<file path="config.mk">
export PLATFORM = sky130hd
export DESIGN_NAME = mux_sel_rr_reg
export DESIGN_NICKNAME = d
export VERILOG_FILES = /design/src/rtl/mux_sel_rr_reg_pkg.sv /design/src/rtl/mux_sel_rr_reg_rr_pick.sv /design/src/rtl/mux_sel_rr_reg.sv
export SDC_FILE = /design/constraint.sdc
export NUM_CORES = 1
export LEC_CHECK = 0
export ABC_AREA = 1
export CAP_MARGIN = 20
export CORE_UTILIZATION = 30
export CTS_BUF_LIST = sky130_fd_sc_hd__clkbuf_16
export CTS_CLUSTER_DIAMETER = 100
export DETAILED_ROUTE_END_ITERATION = 7
export MAX_ROUTING_LAYER = met4
export PLACE_DENSITY = 0.58
export SLEW_MARGIN = 25
export SYNTH_ARGS = -nofsm -noshare
export SYNTH_HDL_FRONTEND = slang
export SYNTH_SLANG_ARGS = --single-unit
</file>
<file path="constraint.sdc">
create_clock -name clk -period 2.1 [get_ports clk]
set_input_delay 0.315 -clock clk [delete_from_list [all_inputs] [get_ports clk]]
set_output_delay 0.315 -clock clk [all_outputs]
set_load 0.02 [all_outputs]
</file>
<file path="src/rtl/mux_sel_rr_reg_pkg.sv">
// Shared constants for the registered N:1 selector / round-robin arbiter.
// Mode encodings are the only values shared between the selector and its users.
package mux_sel_rr_reg_pkg;

    localparam logic MODE_FIXED = 1'b0;
    localparam logic MODE_RR    = 1'b1;

endpackage

</file>
<file path="src/rtl/mux_sel_rr_reg_rr_pick.sv">
// Rotating priority encoder: the first asserted request found while walking
// from ptr upward and wrapping mod N wins. Purely combinational.
module rr_pick #(
    parameter int N = 4
) (
    input  logic [N-1:0]         req,
    input  logic [$clog2(N)-1:0] ptr,
    output logic [$clog2(N)-1:0] gnt_idx,
    output logic                 gnt_any
);

    localparam int SW = $clog2(N);
    localparam logic [SW-1:0] LAST = SW'(N - 1);

    logic [SW-1:0] idx;

    // Walk exactly N positions; the wrap keeps idx inside 0..N-1 for non-pow2 N.
    always_comb begin
        gnt_idx = '0;
        gnt_any = 1'b0;
        idx     = ptr;
        for (int k = 0; k < N; k++) begin
            if (!gnt_any && req[idx]) begin
                gnt_any = 1'b1;
                gnt_idx = idx;
            end
            idx = (idx == LAST) ? '0 : idx + 1'b1;
        end
    end

endmodule

</file>
<file path="src/rtl/mux_sel_rr_reg.sv">
// N-channel, W-bit registered selector with valid/ready on every input and on the
// output; fixed-select or round-robin grant, single output register at full throughput.
module mux_sel_rr_reg
    import mux_sel_rr_reg_pkg::*;
#(
    parameter int W = 5,
    parameter int N = 4
) (
    input  logic                 clk,
    input  logic                 rst_n,
    input  logic [N*W-1:0]       in_data,
    input  logic [N-1:0]         in_valid,
    output logic [N-1:0]         in_ready,
    input  logic                 mode,
    input  logic [$clog2(N)-1:0] s,
    output logic [W-1:0]         out_data,
    output logic [$clog2(N)-1:0] out_src,
    output logic                 out_valid,
    input  logic                 out_ready
);

    localparam int SW = $clog2(N);
    localparam logic [SW-1:0] LAST = SW'(N - 1);

    logic [W-1:0]  out_data_reg,  out_data_next;
    logic [SW-1:0] out_src_reg,   out_src_next;
    logic          out_valid_reg, out_valid_next;
    logic [SW-1:0] rr_ptr_reg,    rr_ptr_next;

    logic [W-1:0]  ch_data [N];
    logic [SW-1:0] rr_idx;
    logic          rr_any;
    logic          s_in_range;
    logic [SW-1:0] gnt_idx;
    logic          gnt_any;
    logic          load_en;
    logic          xfer;

    generate
        for (genvar gi = 0; gi < N; gi++) begin : g_ch
            assign ch_data[gi]  = in_data[gi*W +: W];
            assign in_ready[gi] = xfer && (gnt_idx == SW'(gi));
        end
        // A select value beyond the last channel only exists when N is not a power of two.
        if ((1 << SW) == N) begin : g_pow2
            assign s_in_range = 1'b1;
        end else begin : g_npow2
            assign s_in_range = (s <= LAST);
        end
    endgenerate

    rr_pick #(.N(N)) u_rr_pick (
        .req     (in_valid),
        .ptr     (rr_ptr_reg),
        .gnt_idx (rr_idx),
        .gnt_any (rr_any)
    );

    always_comb begin
        gnt_idx = '0;
        gnt_any = 1'b0;
        if (mode == MODE_RR) begin
            gnt_idx = rr_idx;
            gnt_any = rr_any;
        end else begin
            gnt_idx = s;
            gnt_any = s_in_range && in_valid[s];
        end
    end

    // Gating with rst_n keeps every in_ready low while reset is held.
    assign load_en = !out_valid_reg || out_ready;
    assign xfer    = rst_n && load_en && gnt_any;

    always_comb begin
        out_data_next  = out_data_reg;
        out_src_next   = out_src_reg;
        out_valid_next = out_valid_reg;
        rr_ptr_next    = rr_ptr_reg;
        if (xfer) begin
            out_data_next  = ch_data[gnt_idx];
            out_src_next   = gnt_idx;
            out_valid_next = 1'b1;
            if (mode == MODE_RR) begin
                rr_ptr_next = (gnt_idx == LAST) ? '0 : gnt_idx + 1'b1;
            end
        end else if (out_valid_reg && out_ready) begin
            out_valid_next = 1'b0;
        end
    end

    always_ff @(posedge clk) begin
        if (!rst_n) begin
            out_data_reg  <= '0;
            out_src_reg   <= '0;
            out_valid_reg <= 1'b0;
            rr_ptr_reg    <= '0;
        end else begin
            out_data_reg  <= out_data_next;
            out_src_reg   <= out_src_next;
            out_valid_reg <= out_valid_next;
            rr_ptr_reg    <= rr_ptr_next;
        end
    end

    assign out_data  = out_data_reg;
    assign out_src   = out_src_reg;
    assign out_valid = out_valid_reg;

endmodule

</file>
# After elaboration in Yosys (flattened, before gate mapping)
# Cells that the tools add are included.
[totals]
register_bits = 10
input_bits = 30
wordCells = 68
[classes]
n_addsub = 4
eq_ne = 6
n_mux = 29
reduce_logical = 18
order_cmp = 6
bitwise = 1
[ops]
columns = ["cell", "n"]
rows = [
  ["two-way mux 2 bit", 9],
  ["less-than comparator 2 x 3 -> 1 bit, second input constant", 5],
  ["two-way mux 1 bit", 12],
  ["binary-select mux 1 bit (select 2 bit)", 5],
  ["binary-select mux 5 bit (select 2 bit)", 1],
  ["== test 2 bit, second input constant", 5],
  ["logical AND 1 bit", 10],
  ["two-way mux 5 bit", 2],
  ["adder 2 x 1 -> 2 bit, second input constant", 4],
  ["logical NOT 1 bit", 4],
  ["greater-or-equal comparator 3 bit, second input constant", 1],
  ["inverter 2 -> 3 bit", 1],
  ["== test 2 x 1 -> 1 bit, second input constant", 1],
  ["logical NOT 2 bit", 1],
  ["AND reduction 2 bit", 1],
  ["nonzero test 2 bit", 1],
  ["logical OR 1 bit", 1],
]

# Longest topological paths before layout
[depth]
depth_word = 17
ltp_mapped = 17

# Cells and area by module
# From an unflattened synthesis, not the netlist that was laid out.
[unflattened]
hier_cells = 215
hier_area_um2 = 1193.6
[modules_own_cells]
columns = ["mod", "cells_per_inst", "area_per_inst_um2", "seq_area_each_um2", "instances"]
rows = [
  ["mux_sel_rr_reg", 155, 883.3, 200.2, 1],
  ["rr_pick", 60, 310.3, 0.0, 1],
]

# Worst setup path after synthesis
# No wires, ideal clock.
[synth_path]
path_kind = "flip-flop to output port"
from = "reg rr_ptr_reg[1]"
to = "out in_ready[2]"
slack_ns = -0.153
required_time_ns = 1.785
t_arrival_ns = 1.938
path_buffers = 1
stages_incl_launch_ff = 16
path_cell_list = "dfxtp_1 > ha_1 > inv_2 > o21ai_2 > nand3_1 > nand2_2 > inv_2 > nand2_1 > nand3_2 > nand2_2 > nand2_4 > nand2_4 > buf_6 > ha_1 > inv_1 > nor2_1"
[synth_via]
elab_chain_len = 15
word_cells_on_any_way = 36
[synth_rtl]
columns = ["item", "line_no", "source"]
rows = [
  ["start, declared", "mux_sel_rr_reg.sv:28", "logic [SW-1:0] rr_ptr_reg, rr_ptr_next;"],
  ["start signal, assigned", "mux_sel_rr_reg.sv:102", "rr_ptr_reg <= rr_ptr_next;"],
  ["parallel branches: the longest is 14 deep, another holds adder 2 x 1 -> 2 bit", "--", ""],
  ["logical AND 1 bit (*)", "mux_sel_rr_reg.sv:42", "assign in_ready[gi] = xfer && (gnt_idx == SW'(gi));"],
  ["end, declared", "mux_sel_rr_reg.sv:13", "output logic [N-1:0] in_ready,"],
]
# Every way passes the cells marked *. The select of a mux whose other input is x is not followed.

# Final worst setup path
[layout_path]
from = "reg rr_ptr_reg[0]"
to = "out in_ready[0]"
[layout_via]
elab_chain_len = 15
word_cells_on_any_way = 36
[layout_rtl]
columns = ["item", "line_no", "source"]
rows = [
  ["parallel branches: the longest is 11 deep, another holds adder 2 x 1 -> 2 bit", "--", ""],
  ["two-way mux 2 bit (*)", "mux_sel_rr_reg_rr_pick.sv:23", "if (!gnt_any && req[idx]) begin"],
  ["two-way mux 2 bit (*)", "mux_sel_rr_reg.sv:62", "if (mode == MODE_RR) begin"],
  ["net gnt_idx[1]", "mux_sel_rr_reg.sv:34", "logic [SW-1:0] gnt_idx;"],
  ["logical NOT 2 bit (*)", "mux_sel_rr_reg.sv:42", ""],
  ["logical AND 1 bit (*)", "mux_sel_rr_reg.sv:42", ""],
]
# Mark *: on every way through the listed nets, which the timed path passes. The select of a mux whose other input is x is not followed.

==> out/results.tsv <==
metric	value	unit
internal_power	812	uW
vias	1337	
drc	0	
synthTopCellsByArea	dfxtp_1, nand3_1, nand2_1	
grt_overflow	0	
cp_cell_sequence	ha_4, inv_4, o21ai_4, nand3_1, nand2_2, nand2_2, o21ai_2, inv_1, nand2_2, nand2_4, inv_4, ha_4, inv_2, nor2_4, buf_6	
start_util	31.6	%
fillCellCount	336	
cellPowerDensity	641	nW/um^2
place.gp.congestion	0.858	
cts_buffer_depth	2	
crit_path_max_incr_delay	360	ps
ios	42	
hold_buffers	0	
wl_per_cell	11.1	microns
cp_common_cell	nand2_2	
finalHoldViolCount	0	
worstSetupEndpointType	primary output	
p_sw_share	37.4	%
dieArea	3780	sq um
synth_seq_cells	10	
clk_pin_slew	40	ps
synth_area_leader_cell	dfxtp_1	
final_nets	281	
clock_sinks	10	
ys_warn_count	0	
cp_num_buf_inv	5	
power_switching	485	uW
path_delay_family	simple AND/OR/NAND/NOR gates	
drt_pass1_iterations	4	
yosysSeqAreaShare	18.8	%
finalWorstSetupSlack	-344	ps
start_kind	register	
fin_skew	2.34	ps
n_antenna_cell	0	
finalCriticalPeriod	2440	ps
viasPerCell	4.59	
clk_latency	230	ps
setup_viol	13	
finalMaxSlewViolations	0	
maxCapViolCount	0	
period_share	116	%
die_height	61.5	microns
crit_required	1780	ps
synth.net_count	210	
multi_input_area	902	sq um
placementRows	21	
vdd_ir_drop_max	0.637	mV
critPathMaxFanout	5	
yosysUniqueCellTypes	24	
ant_nets	0	
grt_pass1_vias	1208	
fmax	409	MHz
largest_register_ff_count	5	
syn_inst	175	
synth_top_area_share	18.8	%
area_growth	90.3	%
pre_cts_ws	-853	ps
grt_pass1_wl	4.89	mm
tightest_slew	264	ps
drtIter0Drc	55	
rsz0062_at_grt	yes	
worstSetupPathType	reg2out	
core	3360	sq um
drive_above_1_share	40.8	%
arrival	2130	ps
cts_buffers	3	
syn-mean-instance-area	6.07	sq um
drt_wl_total	3.23	mm
dp_hpwl	2.54	mm
antenna_found_initial	0	
relSlewSlack	82.2	%
hold_class	reg2reg	
htreeDepth	1	
run_status	complete, but fails checks	
leakage	0.000937	uW
port_buffers	41	
seqPwrFrac	18.6	%
pwr-share-clk	25.4	%
synthesis.area	1060	sq um
grt_max_degree	12	
regArea	204	sq um
grt_usage	17.4	%
setup-tns-final	-2390	ps
cts_tree	yes	
combPwrFrac	56.0	%
die_x	61.5	microns
violations	negative setup slack	
slowest_stage	dfxtp_4	
cts_root_buf	clkbuf_16	
synthesized netlist by cell type, drive strengths merged:
master,count
a21oi,4
a31oi,1
buf,4
clkbuf,2
dfxtp,10
ha,5
inv,24
nand2,60
nand3,36
nand4,3
nor2,15
o211ai,1
o21ai,8
or2,2
worst register-to-register path, stage by stage, from the launching register on:
cell	delay, ps
dfxtp_4	360
ha_4	310
inv_4	60
o21ai_4	60
nand3_1	110
nand2_2	130
nand2_2	80
buf_4	140
buf_6	110
nor2_4	110
nand2_2	70
nand2_4	150
buf_8	170
inv_8	50
nand2_4	70
inv_2	40
o21ai_2	110
a21oi_1	40
layout by cell type, fill, tap and decap left out:
master	instances
o21ai_4	1
nor2_4	8
o21ai_1	2
clkdlybuf4s50_1	34
or2_1	2
o211ai_1	1
inv_8	2
clkbuf_16	3
o21ai_0	1
ha_4	5
nand4_1	3
nand3_2	5
dfxtp_4	1
dlymetal6s2s_1	1
nand2_4	4
dfxtp_1	9
inv_1	10
clkinv_1	1
nor2_1	7
dlygate4sd2_1	2
o21ai_2	4
buf_4	27
nand3_1	31
a21oi_2	1
buf_6	7
inv_2	9
nand2_1	38
nand2_2	17
a21oi_1	3
a31oi_2	1
nand2_8	1
buf_8	1
inv_4	3
stage by stage:
stage / hold slack, ps / total power, uW / instance area (sq um) / utilization (%) / cells
detailed placement: 469 / 845 / 1710 / 51.0 / 281
global route: 477 / 1380 / 2020 / 60.1 / 291
floorplan: 471 / 604 / 1100 / - / 175
finish: 469 / 1300 / 2020 / 60.1 / 291
global placement: 459 / 836 / 1710 / 51.0 / 281
CTS: 474 / 1210 / 1830 / 54.5 / 287
cell families after synthesis:
group	Yosys count	synth area share, %
AND/OR/NAND/NOR	116	54.9
buffers and inverters	30	13.1
AO/OA/AOI/OAI	14	7.30
flip-flops	10	18.8
adder cells (fa/ha/maj)	5	5.89
repair_timing:
item,CTS,global route
gates resized for setup,39,41
pin swaps,5,26
buffers inserted,2,4
endpoints found under the setup margin,13,13
power groups by stage:
stage / logic [uW] / clock network [uW] / registers (uW)
after floorplan: 329 / 0 / 275
after global placement: 595 / 0 / 241
after detailed placement: 603 / 0 / 242
after CTS: 633 / 334 / 240
after global routing: 790 / 343 / 245
final: 727 / 329 / 241
metal layers:
metal	track usage (%)	part of all wire [%]	up-vias
met5	-	0	-
met4	0.952	0.31	0
met3	2.52	2.0	2
met2	30.4	52	21
met1	22.3	45	611
li1	-	-	703
final cells by class:
| class | instances | share of cell area, % |
|---|---|---|
| repair buffers | 72 | 33.0 |
| clock inverters | 1 | 0.186 |
| inverters | 24 | 5.57 |
| multi-input cells | 135 | 44.6 |
| clock buffers | 3 | 3.71 |
| well taps | 46 | 2.85 |
| flip-flops and latches | 10 | 10.1 |
worst paths after layout:
check	from	endpoint	slack, ps	cells after the start
min	out_data[1]	out_data[1]	470	2
max	rr_ptr_reg[0]	in_ready[0]	-340	15
min reg2reg	out_data[1]	out_data[1]	470	2
max reg2reg	rr_ptr_reg[0]	rr_ptr_reg[0]	-190	17
Power figures use the tool's default switching activity.
